$ cat src/rtl/pipe_pkg.sv
// rtl/pipe_pkg.sv - shared types and defaults for the pipeline stage register
package pipe_pkg;

   localparam int unsigned PIPE_WIDTH_DEF = 32;
   localparam int unsigned PIPE_CNT_W_DEF = 16;

   typedef logic [1:0] pipe_state_t;

   // Encoding doubles as the held-beat count driven onto Occupancy.
   localparam pipe_state_t ST_EMPTY = 2'b00;
   localparam pipe_state_t ST_ONE   = 2'b01;
   localparam pipe_state_t ST_TWO   = 2'b10;

endpackage

$ cat src/rtl/pipe_sat_counter.sv
// rtl/pipe_sat_counter.sv - saturating up-counter with synchronous clear
module pipe_sat_counter
   import pipe_pkg::*;
#(
   parameter int unsigned CNT_W = PIPE_CNT_W_DEF
) (
   input  logic             Clk,
   input  logic             Rst,
   input  logic             inc_i,
   input  logic             clr_i,
   output logic [CNT_W-1:0] cnt_o
);

   logic [CNT_W-1:0] cnt_q, cnt_d;

   // Clear wins over increment; the count sticks at all-ones.
   always_comb begin
      cnt_d = cnt_q;
      if (clr_i) begin
         cnt_d = '0;
      end else if (inc_i && (cnt_q != {CNT_W{1'b1}})) begin
         cnt_d = cnt_q + CNT_W'(1);
      end
   end

   // Counter register.
   always_ff @(posedge Clk or negedge Rst) begin
      if (!Rst) begin
         cnt_q <= '0;
      end else begin
         cnt_q <= cnt_d;
      end
   end

   assign cnt_o = cnt_q;

endmodule

$ cat src/rtl/pipe_stage_reg.sv
// rtl/pipe_stage_reg.sv - valid/ready pipeline register with optional skid buffer
module pipe_stage_reg
   import pipe_pkg::*;
#(
   parameter int unsigned WIDTH      = PIPE_WIDTH_DEF,
   parameter bit          SKID       = 1'b1,
   parameter bit          CLEAR_DATA = 1'b1,
   parameter int unsigned CNT_W      = PIPE_CNT_W_DEF
) (
   input  logic             Clk,
   input  logic             Rst,
   input  logic             InValid,
   output logic             InReady,
   input  logic [WIDTH-1:0] InData,
   output logic             OutValid,
   input  logic             OutReady,
   output logic [WIDTH-1:0] OutData,
   input  logic             Flush,
   input  logic             CntClr,
   output logic [1:0]       Occupancy,
   output logic [CNT_W-1:0] StallCycles
);

   logic in_xfer;
   logic out_xfer;

   assign in_xfer  = InValid && InReady;
   assign out_xfer = OutValid && OutReady;

   if (SKID) begin : gen_skid
      pipe_state_t      state_q, state_d;
      logic [WIDTH-1:0] main_q, main_d;
      logic [WIDTH-1:0] skid_q, skid_d;

      // Next state and payload; main always feeds OutData, skid absorbs the overflow beat.
      always_comb begin
         state_d = state_q;
         main_d  = main_q;
         skid_d  = skid_q;
         if (Flush) begin
            state_d = ST_EMPTY;
            if (CLEAR_DATA) begin
               main_d = '0;
               skid_d = '0;
            end
         end else begin
            case (state_q)
               ST_EMPTY: begin
                  if (in_xfer) begin
                     state_d = ST_ONE;
                     main_d  = InData;
                  end
               end
               ST_ONE: begin
                  if (in_xfer && !out_xfer) begin
                     state_d = ST_TWO;
                     skid_d  = InData;
                  end else if (out_xfer && !in_xfer) begin
                     state_d = ST_EMPTY;
                  end else if (in_xfer && out_xfer) begin
                     main_d = InData;
                  end
               end
               ST_TWO: begin
                  if (out_xfer) begin
                     state_d = ST_ONE;
                     main_d  = skid_q;
                  end
               end
               default: state_d = ST_EMPTY;
            endcase
         end
      end

      // Occupancy state register.
      always_ff @(posedge Clk or negedge Rst) begin
         if (!Rst) begin
            state_q <= ST_EMPTY;
         end else begin
            state_q <= state_d;
         end
      end

      if (CLEAR_DATA) begin : gen_clr
         // Payload registers, cleared by reset.
         always_ff @(posedge Clk or negedge Rst) begin
            if (!Rst) begin
               main_q <= '0;
               skid_q <= '0;
            end else begin
               main_q <= main_d;
               skid_q <= skid_d;
            end
         end
      end else begin : gen_hold
         // Payload registers without reset; validity is tracked by the state alone.
         always_ff @(posedge Clk) begin
            main_q <= main_d;
            skid_q <= skid_d;
         end
      end

      // Ready comes straight from a flop, so upstream never sees OutReady combinationally.
      assign InReady   = (state_q != ST_TWO);
      assign OutValid  = (state_q != ST_EMPTY);
      assign OutData   = main_q;
      assign Occupancy = state_q;
   end else begin : gen_single
      logic             valid_q, valid_d;
      logic [WIDTH-1:0] data_q, data_d;

      // Single slot: a new beat may replace the departing one in the same cycle.
      always_comb begin
         valid_d = valid_q;
         data_d  = data_q;
         if (Flush) begin
            valid_d = 1'b0;
            if (CLEAR_DATA) begin
               data_d = '0;
            end
         end else if (in_xfer) begin
            valid_d = 1'b1;
            data_d  = InData;
         end else if (out_xfer) begin
            valid_d = 1'b0;
         end
      end

      // Valid flag register.
      always_ff @(posedge Clk or negedge Rst) begin
         if (!Rst) begin
            valid_q <= 1'b0;
         end else begin
            valid_q <= valid_d;
         end
      end

      if (CLEAR_DATA) begin : gen_clr
         // Payload register, cleared by reset.
         always_ff @(posedge Clk or negedge Rst) begin
            if (!Rst) begin
               data_q <= '0;
            end else begin
               data_q <= data_d;
            end
         end
      end else begin : gen_hold
         // Payload register without reset.
         always_ff @(posedge Clk) begin
            data_q <= data_d;
         end
      end

      assign InReady   = !valid_q || OutReady;
      assign OutValid  = valid_q;
      assign OutData   = data_q;
      assign Occupancy = {1'b0, valid_q};
   end

   pipe_sat_counter #(
      .CNT_W (CNT_W)
   ) u_stall_cnt (
      .Clk   (Clk),
      .Rst   (Rst),
      .inc_i (OutValid && !OutReady),
      .clr_i (CntClr),
      .cnt_o (StallCycles)
   );

endmodule
$ cat config.mk
export PLATFORM = sky130hd
export DESIGN_NAME = pipe_stage_reg
export DESIGN_NICKNAME = d
export VERILOG_FILES = /design/src/rtl/pipe_pkg.sv /design/src/rtl/pipe_sat_counter.sv /design/src/rtl/pipe_stage_reg.sv
export SDC_FILE = /design/constraint.sdc
export NUM_CORES = 1
export LEC_CHECK = 0
export BUFFER_PORTS_ARGS = -buffer_cell sky130_fd_sc_hd__buf_2
export CORE_ASPECT_RATIO = 2
export CORE_MARGIN = 2
export CORE_UTILIZATION = 50
export CTS_CLUSTER_SIZE = 30
export DETAILED_ROUTE_END_ITERATION = 8
export PLACE_DENSITY = 0.78
export SYNTH_ARGS = -nofsm -noshare
export SYNTH_HDL_FRONTEND = slang
export SYNTH_SLANG_ARGS = --single-unit
export TNS_END_PERCENT = 100
$ cat constraint.sdc
create_clock -name Clk -period 2.9 [get_ports Clk]
set_clock_uncertainty 0.15 [all_clocks]
set_input_delay 0.29 -clock Clk [delete_from_list [all_inputs] [get_ports Clk]]
set_output_delay 0.29 -clock Clk [all_outputs]
set_load 0.01 [all_outputs]
Word-level counts from Yosys, hierarchy flattened
Cells that the tools add are included.
{"block": "classes", "eq_ne": 10, "muxes": 18, "reduce_logical": 19, "addsub": 1}
{"op": "$mux W32", "n": 9}
{"op": "$pmux W32 S3", "n": 1}
{"op": "$mux W16", "n": 2}
{"op": "$add A16 B1 Y16 const B", "n": 1}
{"op": "$ne A16 B16 Y1 const B", "n": 1}
{"op": "$ne A3 B3 Y1 const B", "n": 5}
{"op": "$mux W2", "n": 5}
{"op": "$reduce_bool A2 Y1", "n": 4}
{"op": "$logic_and A1 B1 Y1", "n": 7}
{"op": "$pmux W2 S3", "n": 1}
{"op": "$reduce_and A6 Y1", "n": 1}
{"op": "$ne A4 B4 Y1 const B", "n": 1}
{"op": "$reduce_bool A4 Y1", "n": 1}
{"op": "$logic_not A1 Y1", "n": 3}
{"op": "$reduce_and A3 Y1", "n": 1}
{"op": "$eq A2 B1 Y1 const B", "n": 1}
{"op": "$eq A2 B2 Y1 const B", "n": 1}
{"op": "$logic_not A2 Y1", "n": 1}
{"op": "$ne A2 B2 Y1 const B", "n": 1}
{"op": "$reduce_and A2 Y1", "n": 1}
{"block": "word_totals", "regBits": 82, "input_bits": 38, "out_inout_bits": 52}

Longest topological paths before layout
Gate-level depths: netlist of the first run.
{"block": "logic_depth", "word_depth": 8, "ltp_mapped": 6}

Hierarchy
A second synthesis of the first run with hierarchy kept.
{"block": "hier_totals", "cells_unflattened": 362, "area_unflattened_um2": 3986.3}
{"mod": "pipe_stage_reg", "cells_each": 264, "seq_area_each_um2": 1651.6, "n_inst": 1, "area_each_um2": 3044.2}
{"mod": "pipe_sat_counter", "cells_each": 98, "seq_area_each_um2": 400.4, "n_inst": 1, "area_each_um2": 942.2}

Least setup slack after synthesis of the first run
No wires, ideal clock.
{"block": "synth_path", "path_type": "register to register", "start": "register u_stall_cnt.cnt_q[0], in the netlist u_stall_cnt.cnt_o[0]", "end": "register u_stall_cnt.cnt_q[11], in the netlist u_stall_cnt.cnt_o[11]", "setup_slack_ps": 1078, "required_ps": 2684, "stages_incl_launch_ff": 6, "n_path_buf": 0, "synth_period_minus_slack_ps": 1822, "arrival_time_ps": 1606, "setup_time_ps": 66, "cell_sequence": "dfrtp_1 ha_1 and4_4 a211o_1 or4_1 nand2_1"}
{"block": "synth_between", "elab_chain_cells": 3}
{"item": "start: declaration", "line_no": "pipe_sat_counter.sv:14", "rtl": "logic [CNT_W-1:0] cnt_q, cnt_d;"}
{"item": "start signal: assignment", "line_no": "pipe_sat_counter.sv:31", "rtl": "cnt_q <= cnt_d;"}
{"item": "$add A16 B1 Y16 / $ne A16 B16 Y1 (equally long branches)", "line_no": "pipe_sat_counter.sv:22, pipe_sat_counter.sv:21"}
{"item": "$mux W16 / $logic_and A1 B1 Y1 (equally long branches)", "line_no": "pipe_sat_counter.sv:21", "rtl": "end else if (inc_i && (cnt_q != {CNT_W{1'b1}})) begin"}
{"item": "$mux W16 / $reduce_bool A2 Y1 (equally long branches)"}
Parallel ways exist; a longest one is shown, timed or not. The select of a mux whose other input is x is not followed.
A chain may end at the register's enable or synchronous reset.

Worst setup path in the final report of the first run
{"block": "layout_path", "start": "register gen_skid.state_q[0], in the netlist Occupancy[0]", "end": "output InReady"}
{"block": "layout_between", "elab_chain_cells": 1}
{"item": "start: declaration", "line_no": "pipe_stage_reg.sv:31", "rtl": "pipe_state_t state_q, state_d;"}
{"item": "start signal: assignment", "line_no": "pipe_stage_reg.sv:80", "rtl": "state_q <= state_d;"}
{"item": "$ne A2 B2 Y1", "line_no": "pipe_stage_reg.sv:104", "rtl": "assign InReady = (state_q != ST_TWO);"}
{"item": "end: declaration", "line_no": "pipe_stage_reg.sv:13", "rtl": "output logic InReady,"}
Every way passes these cells.

==> results.txt, run 1 <==
The run finished, with violations left. The final reports fail on hold timing. Sorting the synthesized cells by how often they occur yields sky130_fd_sc_hd__nand2_1, sky130_fd_sc_hd__dfrtp_1, sky130_fd_sc_hd__a21oi_1. The cell total after placement came out at 550. The count of synthesis-stage warnings from yosys is 0.

The register-to-register path setup slack is 0.92 ns. Setup repair after global routing left no endpoint under its margin. Using the TritonRoute via totals, the vias-per-cell ratio works out to between 5 and 6. For this design the total switching power over the nets is ~630 uW. Yosys attributes the largest share of cell area to sky130_fd_sc_hd__dfrtp_1, sky130_fd_sc_hd__nand2_1, sky130_fd_sc_hd__mux2i_1.

The cell with the most instances after synthesis is sky130_fd_sc_hd__nand2_1. Relative to the synthesized area, the layout overhead comes to 22.0%. The total DRC errors in the routed layout came out at 0. The die area is between 8000 and 9000 um^2. The depth of the most critical reg-to-reg path is 5. The core region area is ~7500 um^2. The count of endpoints failing hold in the final timing report came to 34.

The number of antenna diodes in the final layout is 0. The share of layout cells above drive strength 1 is 25.0%. Per report_power, the combinational group accounts for 9.7% of the total. The number of flops mapped to enable cells by yosys is 0. Summed over all cells, the static leakage comes to 0.00209 uW. The total grt overflow is 0. The synthesized cell area is about 3800 um^2.

At the end of routability-driven placement, the weighted congestion stood at just over 0.8. The initial antenna violation count is 0. The critical path in this run is classified as flip-flop to output pin.

The initial utilization of the core area, before any placement, comes to between 50% and 60%. The cell type with the highest aggregate area in the netlist is sky130_fd_sc_hd__dfrtp_1. The peak clock frequency supported by timing came out at around 460 MHz. For this run, the leading register cell type out of synthesis is sky130_fd_sc_hd__dfrtp_1. The worst reg2reg path endpoint is gen_skid.skid_q[21]. Net switching is between 20% and 30% of the power. The worst endpoint required time came out at around 2.5 ns. The smallest setup slack after layout came out at between 0.7 and 0.8 ns. The clock share of power came out at 45.9%.

The number of storage elements in the synthesis netlist is 82. The number of buffers inserted for hold repair after clock tree synthesis came out at 0. The number of max-slew violations in the final report came to 0. A synthesized cell averages a little under 10 um^2.

The maximum clock insertion buffer count came out at 2. The post-cts gate resize count is 0. The highest routing layer actually used is met4. The sum of routed wire segments on met1 is around 3600 um. The setup TNS is 0 ns.

Input and output buffers added on the ports amount to 89. The async set or reset register ratio after synthesis came out at 100%. The number of library cell types mapped by synthesis is 36. The overall routed net length is around 8200 um.

The count of standard-cell rows is 45. The maximum number of pins on one net before global-route repair came out at just over 80. Data on the critical path arrives at its endpoint at approximately 1.8 ns. For this design the ratio of total power to cell area is 593 nW/um^2. The clock sink count came out at 82.

The detailed-routed wire length on met3 came out at 531 um. The worst supply voltage drop on vdd is about 340 uV. The sequential share of power came out at between 40% and 50%.

The cell sitting at the root of the clock tree is a sky130_fd_sc_hd__clkbuf_16. The synthesized netlist net count came out at between 400 and 500. In this run the critical register-to-register path is launched from Occupancy[1]. The non-filler instance count after layout is 566. The count of TritonRoute iterations in the first routing pass is 5. The internal portion of total power came out at approximately 2100 uW. Of all nets on the critical path, the largest fanout is 35. The smallest hold slack came out at -0.0207 ns. The final critical-path share of the clock period is about three quarters. The gate count of the mapped netlist came out at around 390. Measured against its own limit, the worst slew margin works out to 33.0%. The remaining antenna violation count after routing is 0. The routed length per instance came out at 14.5 um. The met2 wire length came out at just under 4000 um. The number of setup buffers added after CTS came out at 0. The most critical setup path has its endpoint at InReady. The total I/O pin count came out at 90. In this run the number of H-tree levels came out at 3.

The number of global-route vias before repair came out at 2856. The clock transition at the registers of the reported paths came out at about 0.060 ns. The final-stage net count is 506.

The filler cell count came out at 627. The pre-CTS worst setup slack came out at 0.908 ns. The transition time of the tightest slew-check pin came out at slightly above 1 ns.

The worst setup path is launched from a flip-flop. The first global-routing pass estimated approximately 14000 um of wire. Global routing used between 20% and 30% of the available tracks across all layers. The floorplan step set the die height to around 130 um. The total half-perimeter wirelength after legalization and detailed placement is between 5000 and 6000 um.

The CTS buffer count came out at 9. The number of violations of the max-capacitance limit is 0. The width of the chip came out at 65.9 um. The DRC marker count from the first detailed-route iteration is about 210. The total setup violations reported at the end of the flow is 0. The nature of the critical path endpoint is an output pin. TritonCTS built the clock tree. Sequential cells were found to cover a little over half of the synthesized design area.

The routed layout has approximately 3k vias. The post-layout minimum cycle time is 2.19 ns. For the worst-skew pair, the clock arrives at the later sink with an insertion delay of between 0.3 and 0.4 ns. The worst hold path belongs to the class input pin to asynchronous set/reset pin.

Tracing the worst setup path back leads to its startpoint at Occupancy[0]. The area share of the largest cell type after synthesis came out at 53.6%.
[metrics by stage]
step / total power, uW / hold slack [ns] / instance area (um^2) / utilization, %
final: 2770 / -0.0207 / 4670 / 62.4
after global routing: 2880 / 0.0512 / 4670 / 62.4
after CTS: 2800 / 0.0150 / 4670 / 62.4
after detailed placement: 1520 / 0.312 / 4330 / 57.9
after global placement: 1510 / 0.305 / 4330 / 57.9
after floorplan: 1390 / -0.156 / 3830 / -
[layout by cell type (no fill, tap or decap), drive strengths merged]
cell | synthesis | routed
nand2 | 105 | 105
buf | 14 | 95
dfrtp | 82 | 82
a21oi | 40 | 40
mux2i | 33 | 33
o31ai | 32 | 32
nor2 | 16 | 16
clkbuf | 13 | 11
xnor2 | 9 | 9
nand4 | 6 | 6
nor2b | 5 | 5
nand3 | 3 | 3
o21ai | 3 | 3
xor2 | 3 | 3
a211oi | 3 | 3
bufinv | 0 | 3
and3 | 3 | 3
nand2b | 2 | 2
or3 | 2 | 2
or2 | 2 | 2
and4 | 2 | 2
inv | 1 | 1
a221oi | 1 | 1
and2 | 1 | 1
nor3 | 1 | 1
o21ba | 1 | 1
a211o | 1 | 1
nor4b | 1 | 1
or4 | 1 | 1
mux2 | 1 | 1
ha | 1 | 1
clkinv | 0 | 1
clkinvlp | 0 | 1
[routing by layer]
layer  GRT usage [%]  up-vias
li1                -     1499
met1            29.1     1461
met2            31.8      107
met3            4.13        7
met4            10.5        0
met5               0        -
[logic make-up after synthesis]
logic type / Yosys count / synth area share [%]
xor+xnor: 12 / 2.75
fa+ha+maj: 1 / 0.327
mux: 34 / 8.92
buf+inv: 28 / 3.33
simple gates: 150 / 17.1
flops: 82 / 53.6
compound gates: 81 / 13.9
[state kept, by name, summed over array words and instances (netlist names)]
name,flops
u_stall_cnt.cnt_o,16
OutData,32
Occupancy,2
gen_skid.skid_q,32
[how the worst min path moves through the flow]
| stage | start | to | slack (ns) | cells past startpoint |
|---|---|---|---|---|
| after detailed placement | OutData[4] | OutData[4] | 0.31 | 2 |
| after global placement | OutData[26] | OutData[26] | 0.31 | 2 |
| after CTS | Rst | OutData[5] | 0.02 | 1 |
| after global routing | InData[15] | gen_skid.skid_q[15] | 0.05 | 3 |
| final | Rst | OutData[5] | -0.02 | 1 |
| after floorplan | Rst | Occupancy[0] | -0.16 | 0 |
[worst max-delay path, cell delays in order (launching register included)]
cell                      delay, ns
sky130_fd_sc_hd__dfrtp_1       0.47
sky130_fd_sc_hd__nor2b_4       0.18
sky130_fd_sc_hd__buf_4         0.50
sky130_fd_sc_hd__inv_1         0.08
sky130_fd_sc_hd__buf_2         0.15
[power by group through the flow]
stage               clock network [uW]  logic [uW]  registers (uW)
floorplan                            0         126            1270
global placement                     0         267            1250
detailed placement                   0         272            1250
CTS                               1300         273            1230
global route                      1340         300            1240
finish                            1270         269            1230
[final cells by class]
cell class | instances | area (um^2) | area share (%)
clock buffer | 11 | 233 | 4.98
clock inverter | 5 | 103 | 2.20
inverter | 1 | 3.75 | 0.0804
multi-input combinational | 278 | 1660 | 35.5
sequential | 82 | 2050 | 43.9
tap | 94 | 118 | 2.52
timing repair buffer | 95 | 505 | 10.8
No activity file was read; power rests on OpenSTA's default activity.
==> inputs of run 2 (changes only) <==
Clock period 2.9 ns to 2.2 ns, I/O delays scaled along.
==> run 2 against run 1 <==
  * Routed wire length rose by 4.3%
  * Critical endpoint unchanged
  * Die area did not move
  * Register-to-register slack got worse by 0.68 ns
  * Largest cell class unchanged
  * The flow now finishes without violations
==> results.txt, run 2 (same netlist as run 1, synthesis figures left out) <==
The worst endpoint required time came out at 1.83 ns. The power per standard cell area is between 600 and 700 nW/um^2. The register-to-register path setup slack came out at 0.24 ns. The remaining antenna violation count after routing is 0. Setup repair after global routing left no endpoint under its margin. The initial cell density of the core is between 50% and 60%. Across the run, the number of max-cap violations was 0.

The maximum number of pins on one net before global-route repair is 67. The worst hold path belongs to the class input pin to flip-flop. The first global-routing pass estimated 14000 um of wire. The family with the most delay on the worst path is buffers and inverters. The maximum clock insertion buffer count is 2. The clock sink count came out at roughly 80. The first detailed-routing pass took 4 iterations. In this run the static leakage power is between 0.002 and 0.0025 uW.

The depth of the most critical reg-to-reg path came out at 5. The largest individual stage delay along the critical path comes from the cell sky130_fd_sc_hd__dfrtp_1. The transition time of the tightest slew-check pin came out at roughly 0.67 ns. Net switching is roughly a quarter of the power. The maximum cell stage delay along the critical path is about 0.43 ns.

The total grt overflow came out at 0. The signal on the critical path passes through nor2b_4 > buf_6 > inv_1 > buf_2. The peak clock frequency supported by timing is 500 MHz. In this run the tool buffered the top-level ports with just under 90 buffer cells. The relative contribution of combinational cells to total power came out at 12.3%. The total setup violations reported at the end of the flow is 0. The library cells used most frequently in the layout, excluding fill and tap cells, are sky130_fd_sc_hd__nand2_1, sky130_fd_sc_hd__buf_2, sky130_fd_sc_hd__dfrtp_1. The die span in y is between 100 and 150 um. The overall routed net length came out at roughly 8600 um. The nature of the critical path endpoint is an output pin.

The total track usage came out at between 20% and 30%. The number of vias after detailed routing came out at 3187. The share of layout cells above drive strength 1 came out at 23.3%.

TritonCTS built the clock tree. Registers are responsible for about half of the overall power. The H-tree was split into 3 levels.

The worst supply voltage drop on vdd is 473 uV. The DRC marker count from the first detailed-route iteration came out at approximately 210. The worst hold endpoint is Occupancy[1].

The pre-CTS worst setup slack came out at between 0.2 and 0.25 ns. The final critical-path share of the clock period came out at around nine tenths. The critical path startpoint category is a flip-flop. The number of max-slew violations in the final report came out at 0. The peak fanout along the critical path is 35. The latest clock arrival within the worst-skew pair came out at between 0.3 and 0.4 ns.

The classification of the worst setup path is flip-flop to output pin. The total inserted antenna cells is 0. The internal portion of total power is ~2500 uW. The worst reg2reg path endpoint is u_stall_cnt.cnt_o[13]. The clock transition at the registers of the reported paths is ~0.05 ns. The smallest setup slack after layout came out at between 0.2 and 0.25 ns. The run finished with clean final reports. The final-stage net count came out at 543.

The die area came out at ~8400 um^2. The count of standard-cell rows came out at 45. The worst register-to-register path begins at u_stall_cnt.cnt_o[0]. Leaving out fill and tap cells, the most frequent cell in the layout is sky130_fd_sc_hd__nand2_1.

The detailed-route vias per instance is 5.30. The synthesis-to-layout area growth is 29.7%. The region available for standard cell placement spans 7490 um^2. Summing internal, switching and leakage power gives 3350 uW. Per report_power, the clock group accounts for between 30% and 40% of the total. The startpoint of the lowest-slack hold path is OutReady. In the final routed layout, each cell accounts on average for between 10 and 15 um. The number of global-route vias before repair came out at between 3k and 4k. The congestion estimate from routability-driven global placement came to 0.932. The initial antenna violation count is 0. The buffering stage count on the worst path with inverters included is 3. The total DRC errors in the routed layout came out at 0. The setup TNS is 0 ns. The count of endpoints failing hold in the final timing report is 0. Counting instances, the worst hold path has a depth of 2.

The headroom to the max-slew limit came out at roughly 56%. The root buffer cell is sky130_fd_sc_hd__clkbuf_16. The width of the chip is roughly 66 um. The total I/O pin count is 90. For this design the total switching power over the nets is around 800 uW.

The filler cell count came out at 601. The CTS buffer count is 9. The post-layout minimum cycle time came out at 2.00 ns. The total half-perimeter wirelength after legalization and detailed placement came out at between 5000 and 6000 um.

The endpoint arrival time on the critical path is 1.63 ns.
[run 2: changes by cell type in the layout (fill, tap and decap cells not counted), moves of 2 or more]
cell and delta:
sky130_fd_sc_hd__dlygate4sd3_1 +33, sky130_fd_sc_hd__bufinv_16 -3, sky130_fd_sc_hd__buf_4 +2, sky130_fd_sc_hd__clkbuf_1 +2
[run 2: per-layer routing]
metal,GRT usage (%),vias up,routed length [um]
met5,0,-,0
met2,33.5,90,4080
met4,8.70,0,174
met1,28.3,1516,3870
li1,-,1568,-
met3,5.44,13,444
[run 2: worst register-to-register path: cells and delay by family, from the launching register on]
kind                     cells  cell delay, ns
AND/OR/NAND/NOR              2            0.55
flip-flops                   1            0.44
adder cells (fa/ha/maj)      1            0.25
AO/OA/AOI/OAI                2            0.50
[run 2: through the flow]
step	cell area [um^2]	cells	utilization, %	hold WS, ns
floorplan	3830	388	-	-0.226
detailed placement	4380	554	58.4	0.115
global route	4960	601	66.3	0.0226
finish	4960	601	66.3	0.0209
global placement	4380	554	58.4	0.116
CTS	4960	601	66.2	0.00782
[run 2: cell type report]
type,instances,area (um^2),share of cell area [%]
Clock buffer,14,254,5.12
Inverter,1,3.75,0.0756
Multi-Input combinational cell,278,1660,33.3
Sequential cell,82,2050,41.3
Tap cell,94,118,2.37
Timing Repair Buffer,132,882,17.8
[run 2: what timing repair did]
| item | in CTS | in global routing |
|---|---|---|
| gates resized for setup | 0 | 1 |
| hold endpoints to repair | 76 | 0 |
| endpoints found under the setup margin | 0 | 1 |
| hold buffers | 33 | 0 |
| setup buffers | 0 | 0 |
[run 2: worst max path at each step]
stage / from / depth (start not counted) / slack (ns) / to
floorplan: u_stall_cnt.cnt_o[0] / 5 / 0.38 / u_stall_cnt.cnt_o[11]
global route: Occupancy[1] / 4 / 0.14 / InReady
finish: Occupancy[1] / 4 / 0.20 / InReady
detailed placement: u_stall_cnt.cnt_o[0] / 5 / 0.25 / u_stall_cnt.cnt_o[13]
CTS: Occupancy[0] / 4 / 0.07 / InReady
global placement: u_stall_cnt.cnt_o[0] / 5 / 0.32 / u_stall_cnt.cnt_o[11]
[run 2: power by group through the flow]
stage | registers, uW | clock network [uW] | logic (uW)
after floorplan | 1670 | 0 | 165
after global placement | 1640 | 0 | 364
after detailed placement | 1650 | 0 | 371
after CTS | 1620 | 1360 | 416
after global routing | 1630 | 1400 | 457
final | 1620 | 1320 | 412
